$ cat config.mk
export PLATFORM = sky130hd
export DESIGN_NAME = bram_fifo_ctrl
export DESIGN_NICKNAME = d
export VERILOG_FILES = /design/src/rtl/bram_fifo_pkg.sv /design/src/rtl/bram_fifo_obuf.sv /design/src/rtl/bram_fifo_ctrl.sv
export SDC_FILE = /design/constraint.sdc
export NUM_CORES = 1
export LEC_CHECK = 0
export ABC_AREA = 0
export BUFFER_PORTS_ARGS = -buffer_cell sky130_fd_sc_hd__buf_2
export CAP_MARGIN = 10
export CORE_ASPECT_RATIO = 1.75
export CORE_UTILIZATION = 35
export CTS_CLUSTER_DIAMETER = 150
export CTS_CLUSTER_SIZE = 24
export DETAILED_ROUTE_END_ITERATION = 6
export SYNTH_ARGS = -nofsm -noshare
export SYNTH_HDL_FRONTEND = slang
export SYNTH_SLANG_ARGS = --single-unit
$ cat constraint.sdc
create_clock -name clk -period 10.35 [get_ports clk]
set_input_delay 1.035 -clock clk [delete_from_list [all_inputs] [get_ports clk]]
set_output_delay 1.035 -clock clk [all_outputs]
set_load 0.05 [all_outputs]
$ cat src/rtl/bram_fifo_pkg.sv
// Shared constants and types for the BRAM-backed stream FIFO controller.
package bram_fifo_pkg;
  localparam int DW         = 36;
  localparam int AW         = 9;
  localparam int DEPTH      = 2 ** AW;
  localparam int OBUF_DEPTH = 2;

  typedef logic [AW:0] ptr_t;
endpackage

$ cat src/rtl/bram_fifo_obuf.sv
// Two-entry output buffer with a registered head; hides the BRAM read latency.
module bram_fifo_obuf #(
  parameter int DW = 36
) (
  input  logic          clk,
  input  logic          resetn,
  input  logic          clr,
  input  logic          push,
  input  logic          pop,
  input  logic [DW-1:0] din,
  output logic [1:0]    cnt,
  output logic [DW-1:0] head,
  output logic          dummy_unused_never
);
  logic [DW-1:0] tail;

  assign dummy_unused_never = 1'b0;

  // Shift register update: head is always the oldest word.
  always_ff @(posedge clk or negedge resetn) begin
    if (!resetn) begin
      cnt  <= 2'd0;
      head <= {DW{1'b0}};
      tail <= {DW{1'b0}};
    end else if (clr) begin
      cnt  <= 2'd0;
      head <= {DW{1'b0}};
      tail <= {DW{1'b0}};
    end else begin
      case ({push, pop})
        2'b10: begin
          if (cnt == 2'd0) head <= din;
          else             tail <= din;
          cnt <= cnt + 2'd1;
        end
        2'b01: begin
          head <= tail;
          cnt  <= cnt - 2'd1;
        end
        2'b11: begin
          if (cnt == 2'd1) begin
            head <= din;
          end else begin
            head <= tail;
            tail <= din;
          end
        end
        default: begin
          cnt <= cnt;
        end
      endcase
    end
  end
endmodule

$ cat src/rtl/bram_fifo_ctrl.sv
// FIFO controller sequencing an external 36x512 simple-dual-port BRAM as a valid/ready buffer.
// Optional BRAM_FIFO_LEVEL_EN adds a registered `level` occupancy output.
module bram_fifo_ctrl
  import bram_fifo_pkg::*;
#(
  parameter int DW = bram_fifo_pkg::DW,
  parameter int AW = bram_fifo_pkg::AW
) (
  input  logic          clk,
  input  logic          resetn,
  input  logic          flush,
  input  logic          wr_valid,
  output logic          wr_ready,
  input  logic [DW-1:0] wr_data,
  output logic          rd_valid,
  input  logic          rd_ready,
  output logic [DW-1:0] rd_data,
  output logic          bram_cea,
  output logic [AW-1:0] bram_ada,
  output logic [DW-1:0] bram_din,
  output logic          bram_ceb,
  output logic          bram_oce,
  output logic [AW-1:0] bram_adb,
  input  logic [DW-1:0] bram_dout
`ifdef BRAM_FIFO_LEVEL_EN
  ,
  output logic [AW+1:0] level
`endif
);
  localparam logic [AW:0] FULL_CNT = {1'b1, {AW{1'b0}}};

  logic [AW:0] wr_ptr, rd_ptr, ram_cnt;
  logic [AW:0] wr_ptr_next, rd_ptr_next, ram_cnt_next;
  logic        wr_fire, pop, issue, inflight, ram_empty, push;
  logic [1:0]  obuf_cnt;
  logic [2:0]  occ;
  logic        obuf_spare;

  assign ram_cnt   = wr_ptr - rd_ptr;
  assign ram_empty = (ram_cnt == {(AW+1){1'b0}});
  assign pop       = rd_valid && rd_ready;
  assign push      = inflight && !flush;
  assign wr_fire   = wr_valid && wr_ready && !flush;
  // Buffer slots already promised: held words plus the read in flight, minus the word leaving now.
  assign occ       = {1'b0, obuf_cnt} + {2'b00, inflight} - {2'b00, pop};
  assign issue     = !ram_empty && (occ < 3'(OBUF_DEPTH)) && !flush;

  assign bram_cea = wr_fire;
  assign bram_ada = wr_ptr[AW-1:0];
  assign bram_din = wr_data;
  assign bram_ceb = issue;
  assign bram_adb = rd_ptr[AW-1:0];
  assign bram_oce = 1'b1;
  assign rd_valid = (obuf_cnt != 2'd0);

  // Next pointer values; flush wins over any handshake.
  always_comb begin
    wr_ptr_next = wr_ptr;
    rd_ptr_next = rd_ptr;
    if (flush) begin
      wr_ptr_next = {(AW+1){1'b0}};
      rd_ptr_next = {(AW+1){1'b0}};
    end else begin
      wr_ptr_next = wr_ptr + (AW+1)'(wr_fire);
      rd_ptr_next = rd_ptr + (AW+1)'(issue);
    end
    ram_cnt_next = wr_ptr_next - rd_ptr_next;
  end

  // Pointer, in-flight and write-ready state.
  always_ff @(posedge clk or negedge resetn) begin
    if (!resetn) begin
      wr_ptr   <= {(AW+1){1'b0}};
      rd_ptr   <= {(AW+1){1'b0}};
      inflight <= 1'b0;
      wr_ready <= 1'b0;
    end else begin
      wr_ptr   <= wr_ptr_next;
      rd_ptr   <= rd_ptr_next;
      inflight <= issue;
      wr_ready <= (ram_cnt_next != FULL_CNT) && !flush;
    end
  end

  bram_fifo_obuf #(.DW(DW)) u_obuf (
    .clk                (clk),
    .resetn             (resetn),
    .clr                (flush),
    .push               (push),
    .pop                (pop),
    .din                (bram_dout),
    .cnt                (obuf_cnt),
    .head               (rd_data),
    .dummy_unused_never (obuf_spare)
  );

`ifdef BRAM_FIFO_LEVEL_EN
  logic [1:0] obuf_cnt_next;

  // Buffer count after this edge, mirroring the sub-module update.
  always_comb begin
    obuf_cnt_next = obuf_cnt;
    if (flush) begin
      obuf_cnt_next = 2'd0;
    end else begin
      obuf_cnt_next = obuf_cnt + {1'b0, push} - {1'b0, pop};
    end
  end

  // Total words held after this edge: RAM, output buffer and the read in flight.
  always_ff @(posedge clk or negedge resetn) begin
    if (!resetn) begin
      level <= {(AW+2){1'b0}};
    end else begin
      level <= (AW+2)'(ram_cnt_next) + (AW+2)'(obuf_cnt_next) + (AW+2)'(issue);
    end
  end
`endif
endmodule

# ---- Word-level counts from Yosys, hierarchy flattened
# Cells that the tools add are included.
dict set report totals {
  reg_bits 96
  in_bits 77
  output_inout_bits 95
  wordCells 53
}
dict set report op_classes {
  n_addsub 8
  n_lt_le_gt_ge 1
  eq_ne 8
  muxes 12
  reduce_logical 17
}
# op count
set op_table {}
lappend op_table {{36-bit 2-to-1 mux} 6}
lappend op_table {{36-bit one-hot mux with 3 select lines} 1}
lappend op_table {{36-bit one-hot mux with 2 select lines} 1}
lappend op_table {{10-bit by 1-bit adder with 10-bit output} 2}
lappend op_table {{10-bit 2-to-1 mux} 2}
lappend op_table {{10-bit subtractor} 2}
lappend op_table {{10-bit logical NOT} 1}
lappend op_table {{10-bit inequality test, second input constant} 1}
lappend op_table {{1-bit logical AND} 7}
lappend op_table {{3-bit inequality test, second input constant} 2}
lappend op_table {{3-bit nonzero test} 2}
lappend op_table {{2-bit by 1-bit equality test with 1-bit output, second input constant} 2}
lappend op_table {{2-bit equality test, second input constant} 2}
lappend op_table {{2-bit one-hot mux with 2 select lines} 1}
lappend op_table {{4-bit nonzero test} 1}
lappend op_table {{2-bit by 1-bit adder with 3-bit output} 1}
lappend op_table {{3-bit by 2-bit < comparator with 1-bit output, second input constant} 1}
lappend op_table {{3-bit by 2-bit inequality test with 1-bit output, second input constant} 1}
lappend op_table {{3-bit AND reduction} 1}
lappend op_table {{3-bit by 1-bit subtractor with 3-bit output} 1}
lappend op_table {{2-bit by 1-bit adder with 2-bit output, second input constant} 1}
lappend op_table {{1-bit logical NOT} 2}
lappend op_table {{2-bit logical NOT} 1}
lappend op_table {{2-bit 2-to-1 mux} 1}
lappend op_table {{3 further kinds} 3}

# ---- Longest topological paths before layout
# Gate-level depths: netlist of the first run.
dict set report logic_depth {
  depth_word 11
  depth_mapped 24
  ltp_nobuf 24
}

# ---- Modules after synthesis
# Synthesis of the first run repeated with hierarchy kept, for this count alone.
dict set report unflattened {
  hier_cells 657
  hier_area_um2 6234.7
}
# module n_inst cells_each area_each_um2 seq_area_each_um2
set modules_own_cells {}
lappend modules_own_cells {bram_fifo_obuf 1 384 3906.2 1851.8}
lappend modules_own_cells {bram_fifo_ctrl 1 273 2328.5 550.5}

# ---- Least setup slack after synthesis of the first run
# OpenSTA, ideal clock, no wires.
dict set report synth_timing {
  path_type {reg-to-reg}
  start {register u_obuf.cnt[1]}
  end {register wr_ready}
  setup_ns 0.137
  t_arrival_ns 5.775
  t_required_ns 10.213
  path_slack_ns 4.438
  stages_incl_launch_ff 23
  n_path_buf 0
  period_less_slack_ns 5.912
  path_cell_list {dfrtp_1 inv_1 ha_1 inv_1 nand2_1 inv_2 ha_1 nor2b_1 fa_1 or3_1 a31oi_1 ha_1 ha_1 nand4_1 nor2_1 xnor2_1 or2_2 ha_1 or4_1 o32ai_1 o21ai_0 o211ai_1 a31oi_1}
}
dict set report synth_via {
  elab_chain_cells 11
  elab_cells_between_ends 12
  cone_classes {add/sub (4); order compare (1); eq/ne (1); mux (1); reduce/logical (5)}
}
# item line_no
set synth_rtl {}
lappend synth_rtl {{start, declared} bram_fifo_obuf.sv:11} ;# output logic [1:0] cnt,
lappend synth_rtl {{start signal, assigned} bram_fifo_obuf.sv:34} ;# cnt <= cnt + 2'd1;
lappend synth_rtl {{start signal, assigned} bram_fifo_obuf.sv:38} ;# cnt <= cnt - 2'd1;
lappend synth_rtl {{start signal, assigned} bram_fifo_obuf.sv:49} ;# cnt <= cnt;
lappend synth_rtl {{2-bit nonzero test} bram_fifo_ctrl.sv:54} ;# assign rd_valid = (obuf_cnt != 2'd0);
lappend synth_rtl {{net rd_valid} bram_fifo_ctrl.sv:15} ;# output logic rd_valid,
lappend synth_rtl {{1-bit logical AND} bram_fifo_ctrl.sv:41} ;# assign pop = rd_valid && rd_ready;
lappend synth_rtl {{3-bit by 1-bit subtractor with 3-bit output} bram_fifo_ctrl.sv:45} ;# assign occ = {1'b0, obuf_cnt} + {2'b00, inflight} - {2'b00, pop};
lappend synth_rtl {{3-bit by 2-bit < comparator with 1-bit output} bram_fifo_ctrl.sv:46} ;# assign issue = !ram_empty && (occ < 3'(OBUF_DEPTH)) && !flush;
lappend synth_rtl {{1-bit logical AND (2 in series)} bram_fifo_ctrl.sv:46}
lappend synth_rtl {{net bram_ceb} bram_fifo_ctrl.sv:21} ;# output logic bram_ceb,
lappend synth_rtl {{10-bit by 1-bit adder with 10-bit output} bram_fifo_ctrl.sv:65} ;# rd_ptr_next = rd_ptr + (AW+1)'(issue);
lappend synth_rtl {{10-bit 2-to-1 mux} bram_fifo_ctrl.sv:60} ;# if (flush) begin
lappend synth_rtl {{10-bit subtractor} bram_fifo_ctrl.sv:67} ;# ram_cnt_next = wr_ptr_next - rd_ptr_next;
lappend synth_rtl {{10-bit inequality test} bram_fifo_ctrl.sv:81} ;# wr_ready <= (ram_cnt_next != FULL_CNT) && !flush;
lappend synth_rtl {{1-bit logical AND} bram_fifo_ctrl.sv:81}
lappend synth_rtl {{end signal, assigned} bram_fifo_ctrl.sv:81}
lappend synth_rtl {{end, declared} bram_fifo_ctrl.sv:13} ;# output logic wr_ready,
# The timed path passes the listed nets, and every way through them passes these cells.
# A chain may end at the register's enable or synchronous reset.

# ---- Worst setup path after layout of the first run
dict set report layout_timing {
  start {register u_obuf.cnt[1]}
  end {register wr_ready}
}
dict set report layout_via {
  elab_chain_cells 11
  elab_cells_between_ends 12
  cone_classes {add/sub (4); order compare (1); eq/ne (1); mux (1); reduce/logical (5)}
}
# item line_no
set layout_rtl {}
lappend layout_rtl {{parallel branches: the longest is 2 deep, another holds 2-bit by 1-bit adder with 3-bit output} -}
lappend layout_rtl {{3-bit by 1-bit subtractor with 3-bit output (*)} bram_fifo_ctrl.sv:45}
lappend layout_rtl {{3-bit by 2-bit < comparator with 1-bit output (*)} bram_fifo_ctrl.sv:46}
lappend layout_rtl {{1-bit logical AND (*) (2 in series)} bram_fifo_ctrl.sv:46}
lappend layout_rtl {{10-bit by 1-bit adder with 10-bit output (*)} bram_fifo_ctrl.sv:65}
lappend layout_rtl {{10-bit 2-to-1 mux (*)} bram_fifo_ctrl.sv:60}
lappend layout_rtl {{10-bit subtractor (*)} bram_fifo_ctrl.sv:67}
lappend layout_rtl {{10-bit inequality test (*)} bram_fifo_ctrl.sv:81}
lappend layout_rtl {{1-bit logical AND (*)} bram_fifo_ctrl.sv:81}
# Every way passes the cells marked *.

==> metrics.cfg, run 1 <==
[status]
status = complete, but fails checks
violations = design-rule violations

[critical_path]
cp-start-kind = flip-flop
crit_top_cell = ha_1
crit_required_ns = 10.54
end_kind = flip-flop
crit_chain = inv_1 -> ha_1 -> inv_1 -> nand2_1 -> inv_2 -> ha_1 -> nor2b_1 -> fa_1 -> or3_1 -> a31oi_1 -> ha_1 -> ha_1 -> nand4_1 -> nor2_1 -> xnor2_1 -> or2_2 -> ha_1 -> or4_1 -> o32ai_1 -> o21ai_0 -> o211ai_1 -> a31oi_1
cp_max_fo = 5
slowest_stage = or4_1
cpPeakStageDelay_ns = 0.56
crit_type = reg -> reg
arrival_ns = 5.60

[routing]
drc = 25
via_per_inst = 4.99
wl_per_cell_microns = 15.7
finalWirelength_mm = 13.0
firstDrtPassIters = 7
drt_iter0_drc = 137
antenna_left = 0
dr_total_vias = 4145

[global_route]
grt_max_degree = 73
grt_antenna_before_repair = 1
grtUsageTotal = 0.162
grt_overflow_total = 0
first_global_vias = 4307
grt_pass1_wl_mm = 21.2

[timing]
rsz0062_at_grt = no
fmax_mhz = 185
holdWs_ns = 0.474
min_period_over_period = 0.523
skew_ns = 0.00817
fin_setup_tns_ns = 0
timing.max_slew.rel_slack = 0.220
period_needed_ns = 5.41
setup_viol = 0
worst_slew_pin_slew_ns = 1.17
drv_slew = 0
hold_violations = 0

[clock_tree]
post_cts_buffers = 0
cts_made_buffers = 9
ctsResizeCount = 0
clk_pin_slew_worst_paths_ns = 0.07
cts_tree = built
htreeDepth = 3
clockBufferDepth = 2
cts.sinks = 96
clk_latency_ns = 0.33
ctsHoldBuffers = 0
cts-root-buf = clkbuf_16

[job]
max_cap_violations = 0

[floorplanning]
die_x_microns = 97.8
die_height_microns = 170
dieArea_sq_um = 16600
rows = 60
core_area_sq_um = 15500
ioPinCount = 172
start_util = 0.362

[yosys]
synth_flop_cell = dfrtp_1
synthArstFlopShare = 1.00
seq_area_frac_synth = 0.428
synth_xor_xnor_area_share = 0.0414
synthAdderAreaFrac = 0.0592
syn_nets = 708
postSynthAreaPerCell_sq_um = 9.29
synth_edf_count = 0
synth_compound_area_frac = 0.118
synth-simple-area-share = 0.171
yosys-mux-area-fraction = 0.0679
synth_warnings = 0
syn_inst = 605
synth_cell_types = 55
synth_top_family_by_area = simple AND/OR/NAND/NOR gates
ys_ff_latch = 96
synthesis.area_sq_um = 5620

[placement]
gp_congestion = 0.834
io_buffers = 98
hpwlAfterDp_mm = 9.49

[finish]
multi_input_area_sq_um = 2600
fillers = 1558
regArea_sq_um = 2400
syn2layout_area_growth_pct = 9.57
nNetsFinal = 741
drive_above_1_share = 0.216

[hold_path]
worstHoldPathType = reg -> reg

[pwr]
p_leak_nw = 3.16
p_per_area_nw_per_um2 = 209
ir_drop_uv = 88.3

==> layer usage <==
metal / track usage / vias up / share of wire
met4: 0.0916 / 0 / 0.039
met3: 0.0292 / 36 / 0.042
li1: - / 2036 / -
met1: 0.167 / 1952 / 0.38
met2: 0.306 / 121 / 0.54
met5: 0 / - / 0
==> state kept, by name (all words and copies together) (netlist names) <==
register / count
rd_ptr: 10
u_obuf.tail: 36
u_obuf.cnt: 2
wr_ptr: 10
u_obuf.head: 36
wr_ready: 1
inflight: 1
==> placed cells by master, fill, tap and decap left out, types with 3 or more instances in the layout <==
master / netlist / final
o21a_1: 4 / 4
nor3_1: 6 / 6
inv_6: 0 / 3
or2_2: 8 / 8
nor2b_1: 5 / 5
nor2_1: 16 / 16
ha_1: 25 / 25
clkbuf_16: 0 / 9
dfrtp_1: 96 / 96
nand2_1: 86 / 85
mux2i_1: 37 / 37
a31oi_1: 4 / 3
nand4_1: 3 / 3
buf_2: 7 / 97
a21oi_1: 10 / 10
nand2b_1: 43 / 43
buf_4: 56 / 6
inv_1: 28 / 28
nand3_1: 9 / 9
xnor2_1: 17 / 17
xor2_1: 7 / 7
o21ai_0: 82 / 82
==> per-stage QoR <==
| stage | instances | utilization | setup slack (ns) | cell area, sq um | total power [mW] |
|---|---|---|---|---|---|
| 2_1_floorplan | 605 | - | 4.44 | 5620 | 0.894 |
| 3_3_place_gp | 813 | 0.378 | 4.91 | 5870 | 0.976 |
| 3_5_place_dp | 813 | 0.378 | 4.73 | 5870 | 0.986 |
| 4_1_cts | 829 | 0.396 | 4.96 | 6150 | 1.31 |
| 5_1_grt | 830 | 0.396 | 4.54 | 6160 | 1.36 |
| 6_report | 830 | 0.396 | 4.94 | 6160 | 1.29 |
==> power by group <==
part           leakage, nW  total (mW)  internal [mW]  switching (mW)
registers             1.27       0.487          0.446          0.0410
logic                 1.75       0.484          0.136           0.349
clock network        0.140       0.316          0.168           0.149
==> worst max-delay path: cells and delay by family (launching register included) <==
family / cells / cell delay [ns]
buffers and inverters: 3 / 0.34
adders and majority gates: 6 / 1.76
DFF: 1 / 0.42
xor gates and xnor gates: 1 / 0.07
AOI/OAI and AO/OA: 5 / 0.89
and+or+nand+nor: 7 / 1.82
==> kinds of logic after synthesis <==
logic type,Yosys count
buf+inv,110
xor+xnor,25
fa+ha+maj,26
flops,96
mux,38
other cells,1
simple gates,191
compound gates,118
==> layout make-up <==
class / count / share of cell area
well taps: 186 / 0.0378
diodes: 1 / 0.000406
multi-input cells: 399 / 0.422
clock inverters: 6 / 0.00833
repair buffers: 103 / 0.0862
flip-flops and latches: 96 / 0.390
clock buffers: 10 / 0.0372
inverters: 29 / 0.0177
==> path summary, 6_finish.rpt <==
check	slack, ns	endpoint	cells after the start	start
setup reg to reg	4.94	wr_ready	22	u_obuf.cnt[1]
hold reg to reg	0.47	u_obuf.head[15]	2	u_obuf.head[15]
min in group asynchronous	0.64	rd_ptr[6]	1	resetn
setup / recovery	4.94	wr_ready	22	u_obuf.cnt[1]
hold / removal	0.47	u_obuf.head[15]	2	u_obuf.head[15]
max in group asynchronous	8.54	u_obuf.tail[13]	2	resetn
==> synth_stat cells, types with 3 or more instances <==
library cell  instances  area (sq um)
nand3_1               9          45.0
clkbuf_1             17          63.8
a31oi_1               4          25.0
xnor2_1              17           149
xor2_1                7          61.3
buf_4                56           420
o21a_1                4          30.0
or2_2                 8          50.1
ha_1                 25           313
nor2_1               16          60.1
inv_1                28           105
nor3_1                6          30.0
dfrtp_1              96          2400
nand2_1              86           323
mux2i_1              37           370
a21oi_1              10          50.1
buf_2                 7          35.0
o21ai_0              82           410
nand4_1               3          18.8
nor2b_1               5          31.3
nand2b_1             43           269
No activity file was read; power rests on OpenSTA's default activity.
==> inputs of run 2 (changes only) <==
clock period = 4.6 ns   (was 10.35 ns; I/O delays follow)
==> metrics.cfg, run 2 (synthesis gave the netlist of run 1 again) <==
[clock_tree]
cts_made_buffers = 9  ; unchanged
clk_latency_ns = 0.34  ; about the same
cts_tree = built
ctsHoldBuffers = 0  ; unchanged
htreeDepth = 3  ; unchanged
cts-root-buf = clkbuf_16
clockBufferDepth = 2  ; unchanged
cts.sinks = 96  ; unchanged
clk_pin_slew_worst_paths_ns = 0.08  ; about the same

[pwr]
ir_drop_uv = 200  ; +130%
p_per_area_nw_per_um2 = 475  ; +130%
p_leak_nw = 3.26  ; +3.2%

[status]
violations = design-rule violations
status = complete, but fails checks

[critical_path]
cp_max_fo = 7  ; +2
reg2reg_to = wr_ready
reg2regPathDepth = 22  ; unchanged
cp-start-kind = flip-flop
rrSetupSlack_ns = 0.03  ; -4.91 ns
crit_required_ns = 4.80  ; -5.74 ns
arrival_ns = 4.77  ; -0.83 ns
crit_type = reg -> reg
r2r_start = u_obuf.cnt[1]
end_kind = flip-flop

[routing]
drc = 27  ; +8.0%
antenna_left = 0  ; unchanged
dr_total_vias = 4249  ; +2.5%
via_per_inst = 5.02  ; +0.57%
finalWirelength_mm = 13.7  ; +5.3%
drt_iter0_drc = 137  ; unchanged
firstDrtPassIters = 6  ; -1
wl_per_cell_microns = 16.2  ; +3.3%

[global_route]
grt_antenna_before_repair = 0  ; -1
grt_use_met1 = 0.178  ; +0.0105
first_global_vias = 4476  ; +3.9%
met3_usage = 0.0292  ; unchanged
grt_overflow_total = 0  ; unchanged
met2_usage = 0.337  ; +0.0311
top_usage_layer = met2
grtUsageTotal = 0.174  ; +0.0114
grt_max_degree = 73  ; unchanged
grt_pass1_wl_mm = 22.5  ; +6.0%

[timing]
fin_ws_ns = 0.0305  ; -4.91 ns
timing.max_slew.rel_slack = 0.190  ; -0.0302
worst_slew_pin_slew_ns = 1.22  ; +0.0452 ns
skew_ns = 0.00735  ; -0.000826 ns
holdWs_ns = 0.184  ; -0.289 ns
min_period_over_period = 0.993  ; +0.470
period_needed_ns = 4.57  ; -0.844 ns
rsz0062_at_grt = yes
setup_viol = 0  ; unchanged
drv_slew = 0  ; unchanged
hold_violations = 0  ; unchanged
fmax_mhz = 219  ; +18%

[placement]
hpwlAfterDp_mm = 9.92  ; +4.5%
dp_slack_ns = -0.0564  ; -4.79 ns
place_area_sq_um = 6070  ; +3.4%
io_buffers = 98  ; unchanged
gp_congestion = 0.812  ; -2.6%

[finish]
layout_commonest_cell = buf_2
top_regs = u_obuf.head x36, u_obuf.tail x36
fillers = 1519  ; -2.5%
antenna_cells = 0  ; -1
layout_common_cells = buf_2 (97), dfrtp_1 (96), nand2_1 (84)
drive_above_1_share = 0.274  ; +0.0581
nNetsFinal = 758  ; +2.3%
syn2layout_area_growth_pct = 15.5
design_area_sq_um = 6490  ; +5.4%

[floorplanning]
core_area_sq_um = 15500  ; unchanged
rows = 60  ; unchanged
start_util = 0.362  ; unchanged
dieArea_sq_um = 16600  ; unchanged
die_height_microns = 170  ; unchanged
ioPinCount = 172  ; unchanged
die_x_microns = 97.8  ; unchanged

[job]
max_cap_violations = 0  ; unchanged

[hold_path]
worstHoldPathType = in -> async

-- run 2: how the worst max path moves through the flow --
stage / startpoint / to / slack [ns] / cells after the start
after floorplan: u_obuf.cnt[1] / wr_ready / -0.33 / 22
after global placement: u_obuf.cnt[1] / wr_ready / 0.12 / 21
after detailed placement: u_obuf.cnt[1] / wr_ready / -0.06 / 21
after CTS: wr_ptr[1] / wr_ready / 0.02 / 19
after global routing: u_obuf.cnt[1] / wr_ready / -0.11 / 23
final: u_obuf.cnt[1] / wr_ready / 0.03 / 22
-- run 2: through the flow --
stage | power, mW | setup TNS, ns | cells | util
3_3_place_gp | 2.28 | 0 | 823 | 0.391
5_1_grt | 3.25 | -0.109 | 846 | 0.418
4_1_cts | 3.10 | 0 | 844 | 0.415
6_report | 3.08 | 0 | 846 | 0.418
3_5_place_dp | 2.31 | -0.0564 | 823 | 0.391
2_1_floorplan | 2.06 | -0.326 | 605 | -
-- run 2: cell type report --
cell class              count  area (sq um)  area share
flip-flops and latches     96          2400       0.370
well taps                 186           233      0.0359
multi-input cells         399          2790       0.429
inverters                  29           113      0.0174
repair buffers            120           658       0.101
clock inverters             7          72.6      0.0112
clock buffers               9           225      0.0347
-- run 2: repair_timing --
| item | in CTS | in global routing |
|---|---|---|
| pin swaps | 3 | 5 |
| gates resized for setup | 4 | 9 |
| setup buffers | 5 | 2 |
| setup endpoints to repair | 1 | 1 |
-- run 2: power by group --
| part | internal [mW] | total (mW) | leakage [nW] | switching (mW) |
|---|---|---|---|---|
| sequential | 1.00 | 1.10 | 1.27 | 0.0944 |
| clock | 0.384 | 0.747 | 0.143 | 0.363 |
| combinational | 0.396 | 1.24 | 1.85 | 0.840 |
| total | 1.78 | 3.08 | 3.26 | 1.30 |
-- run 2: layer usage --
metal	share of wire	wire length, microns	vias to the layer above
met2	0.56	7630	112
met1	0.37	5120	2040
li1	-	-	2065
met3	0.035	483	32
met5	0	0	-
met4	0.035	481	0
-- run 2: worst max-delay path, stage by stage, from the launching register on --
cell and delay [ns]:
dfrtp_1 0.41, inv_2 0.09, ha_4 0.15, clkinvlp_4 0.10
nand2_4 0.08, inv_2 0.05, ha_4 0.25, nor2b_2 0.04
fa_2 0.35, xnor2_1 0.13, or3_4 0.39, a31oi_4 0.18
ha_4 0.18, ha_4 0.14, nand3_1 0.09, xnor2_1 0.14
or2_4 0.24, ha_4 0.24, or2_2 0.30, a2111oi_2 0.31
a21oi_1 0.07, nor4_1 0.33, a31oi_1 0.14
==> inputs of run 3 (changes only) <==
PLACE_DENSITY_LB_ADDON = 0.05   (was default)
==> metrics.cfg, run 3 (synthesis gave the netlist of run 1 again) <==
[floorplanning]
dieArea_sq_um = 16600  ; unchanged
die_height_microns = 170  ; unchanged
rows = 60  ; unchanged
die_x_microns = 97.8  ; unchanged
ioPinCount = 172  ; unchanged
core_area_sq_um = 15500  ; unchanged
start_util = 0.362  ; unchanged

[global_route]
grt_antenna_before_repair = 0  ; unchanged
grt_max_degree = 62  ; -15%
grtUsageTotal = 0.177  ; +0.00336
first_global_vias = 4325  ; -3.4%
grt_overflow_total = 0  ; unchanged
grt_pass1_wl_mm = 22.5  ; -0.12%

[timing]
drv_slew = 0  ; unchanged
fmax_mhz = 223  ; +1.8%
min_period_over_period = 0.976  ; -0.0172
setup_viol = 0  ; unchanged
skew_ns = 0.00542  ; -0.00193 ns
fin_ws_ns = 0.110  ; +0.0791 ns
period_needed_ns = 4.49  ; -0.0791 ns
worst_slew_pin_slew_ns = 0.926  ; -0.289 ns
hold_violations = 0  ; unchanged
timing.max_slew.rel_slack = 0.381  ; +0.191
rsz0062_at_grt = yes

[routing]
drc = 21  ; -22%
finalWirelength_mm = 13.9  ; +1.2%
via_per_inst = 4.93  ; -1.9%
firstDrtPassIters = 6  ; unchanged
antenna_left = 0  ; unchanged
wl_per_cell_microns = 16.3  ; +0.68%
dr_total_vias = 4190  ; -1.4%
drt_iter0_drc = 136  ; -0.73%

[clock_tree]
clockBufferDepth = 2  ; unchanged
cts_made_buffers = 9  ; unchanged
cts.sinks = 96  ; unchanged
cts_tree = built
ctsHoldBuffers = 0  ; unchanged
cts-root-buf = clkbuf_16
clk_pin_slew_worst_paths_ns = 0.07  ; about the same
clk_latency_ns = 0.34  ; about the same
htreeDepth = 3  ; unchanged

[placement]
hpwlAfterDp_mm = 10.1  ; +2.2%
io_buffers = 98  ; unchanged
gp_congestion = 0.838  ; +3.2%
dp_cells = 827  ; +0.49%
dp_slack_ns = -0.00857  ; +0.0478 ns
place_area_sq_um = 6100  ; +0.49%

[pwr]
p_per_area_nw_per_um2 = 481  ; +1.3%
internal_power_mw = 1.88  ; +5.2%
p_comb_frac = 0.393  ; -0.008
swShare = 0.401  ; -0.0199
p_clk_frac = 0.258  ; +0.015
finalPower_mw = 3.13  ; +1.7%
power_switching_mw = 1.26  ; -3.1%
power_frac_seq = 0.349  ; -0.007
ir_drop_uv = 167  ; -17%
p_leak_nw = 3.29  ; +0.67%

[finish]
syn2layout_area_growth_pct = 16.0
layout_common_cells = buf_2 (97), dfrtp_1 (96), nand2_1 (84)
layout.cells.non_filler = 850  ; +0.47%
drive_above_1_share = 0.273  ; -0.00165
top_regs = u_obuf.head x36, u_obuf.tail x36
nNetsFinal = 762  ; +0.53%
layout_commonest_cell = buf_2
final_util = 0.420  ; +0.00201
design_area_sq_um = 6520  ; +0.48%
antenna_cells = 0  ; unchanged

[critical_path]
arrival_ns = 4.75  ; -0.02 ns
cpPeakStageDelay_ns = 0.39  ; -0.02 ns
crit_required_ns = 4.86  ; +0.06 ns
cp_max_fo = 5  ; -2
crit_top_cell = ha_4
end_kind = flip-flop
crit_chain = inv_2 -> ha_4 -> clkinvlp_4 -> nand2_2 -> inv_2 -> ha_4 -> nor2b_2 -> fa_2 -> xnor2_1 -> or3_4 -> a31oi_4 -> ha_4 -> and3_4 -> nand3_1 -> xnor2_1 -> or2_2 -> ha_4 -> and3_1 -> a22oi_1 -> o211a_1 -> o21ai_1 -> xnor3_1 -> a31oi_1
cp-start-kind = flip-flop
slowest_stage = dfrtp_1
crit_type = reg -> reg

[hold_path]
worstHoldPathType = in -> async

[job]
max_cap_violations = 0  ; unchanged

[status]
status = complete, but fails checks
violations = design-rule violations

[run 3: changes by cell type in the layout (fill, tap and decap cells not counted), moves of 2 or more]
cell	previous run	this run
bufinv_16	0	2
inv_8	2	0
o21ai_2	2	0
buf_4	23	27
[run 3: power groups by stage]
stage | sequential [mW] | combinational, mW | clock [mW]
after floorplan | 1.47 | 0.587 | 0
after global placement | 1.11 | 1.21 | 0
after detailed placement | 1.11 | 1.21 | 0
after CTS | 1.10 | 1.24 | 0.844
after global routing | 1.11 | 1.33 | 0.864
final | 1.09 | 1.23 | 0.808
[run 3: final cells by class]
type	instances	area, sq um
inverters	29	113
clock buffers	10	229
clock inverters	6	90.1
multi-input cells	399	2770
flip-flops and latches	96	2400
well taps	186	233
repair buffers	124	688
fillers	1550	9020
[run 3: per-layer routing]
metal	vias to the layer above	global-route usage	routed length, microns
met5	-	0	0
met4	0	0.0738	335
met3	22	0.0309	477
met2	108	0.339	7700
met1	1987	0.189	5360
li1	2073	-	-
[run 3: worst paths after layout]
check | from | to | slack (ns) | cells past startpoint
max | u_obuf.cnt[0] | wr_ready | 0.11 | 23
min | resetn | u_obuf.head[3] | 0.20 | 1
max reg2reg | u_obuf.cnt[0] | wr_ready | 0.11 | 23
min reg2reg | u_obuf.head[20] | u_obuf.head[20] | 0.47 | 2
max in group asynchronous | resetn | wr_ptr[2] | 3.45 | 2
min in group clk | bram_dout[31] | u_obuf.tail[31] | 0.38 | 3
[run 3: stage by stage]
step	setup TNS, ns	hold slack, ns
6_report	0	0.201
5_1_grt	-0.124	0.267
4_1_cts	0	0.238
2_1_floorplan	-0.326	0.164
3_5_place_dp	-0.00857	0.465
3_3_place_gp	0	0.458
[run 3: worst max-delay path: cells and delay by family, from the launching register on]
| family | cells | cell delay [ns] |
|---|---|---|
| adder cells (fa/ha/maj) | 5 | 1.17 |
| buffers and inverters | 3 | 0.21 |
| AO/OA/AOI/OAI | 5 | 0.89 |
| XOR/XNOR | 3 | 0.46 |
| AND/OR/NAND/NOR | 7 | 1.29 |
| flip-flops | 1 | 0.39 |
[run 3: what timing repair did]
action / 4_1_cts / 5_1_grt
pin swaps: 8 / 6
buffers inserted: 5 / 2
gates cloned: 0 / 0
setup endpoints to repair: 1 / 1
gates resized for setup: 5 / 2
hold endpoints to repair: 0 / 0
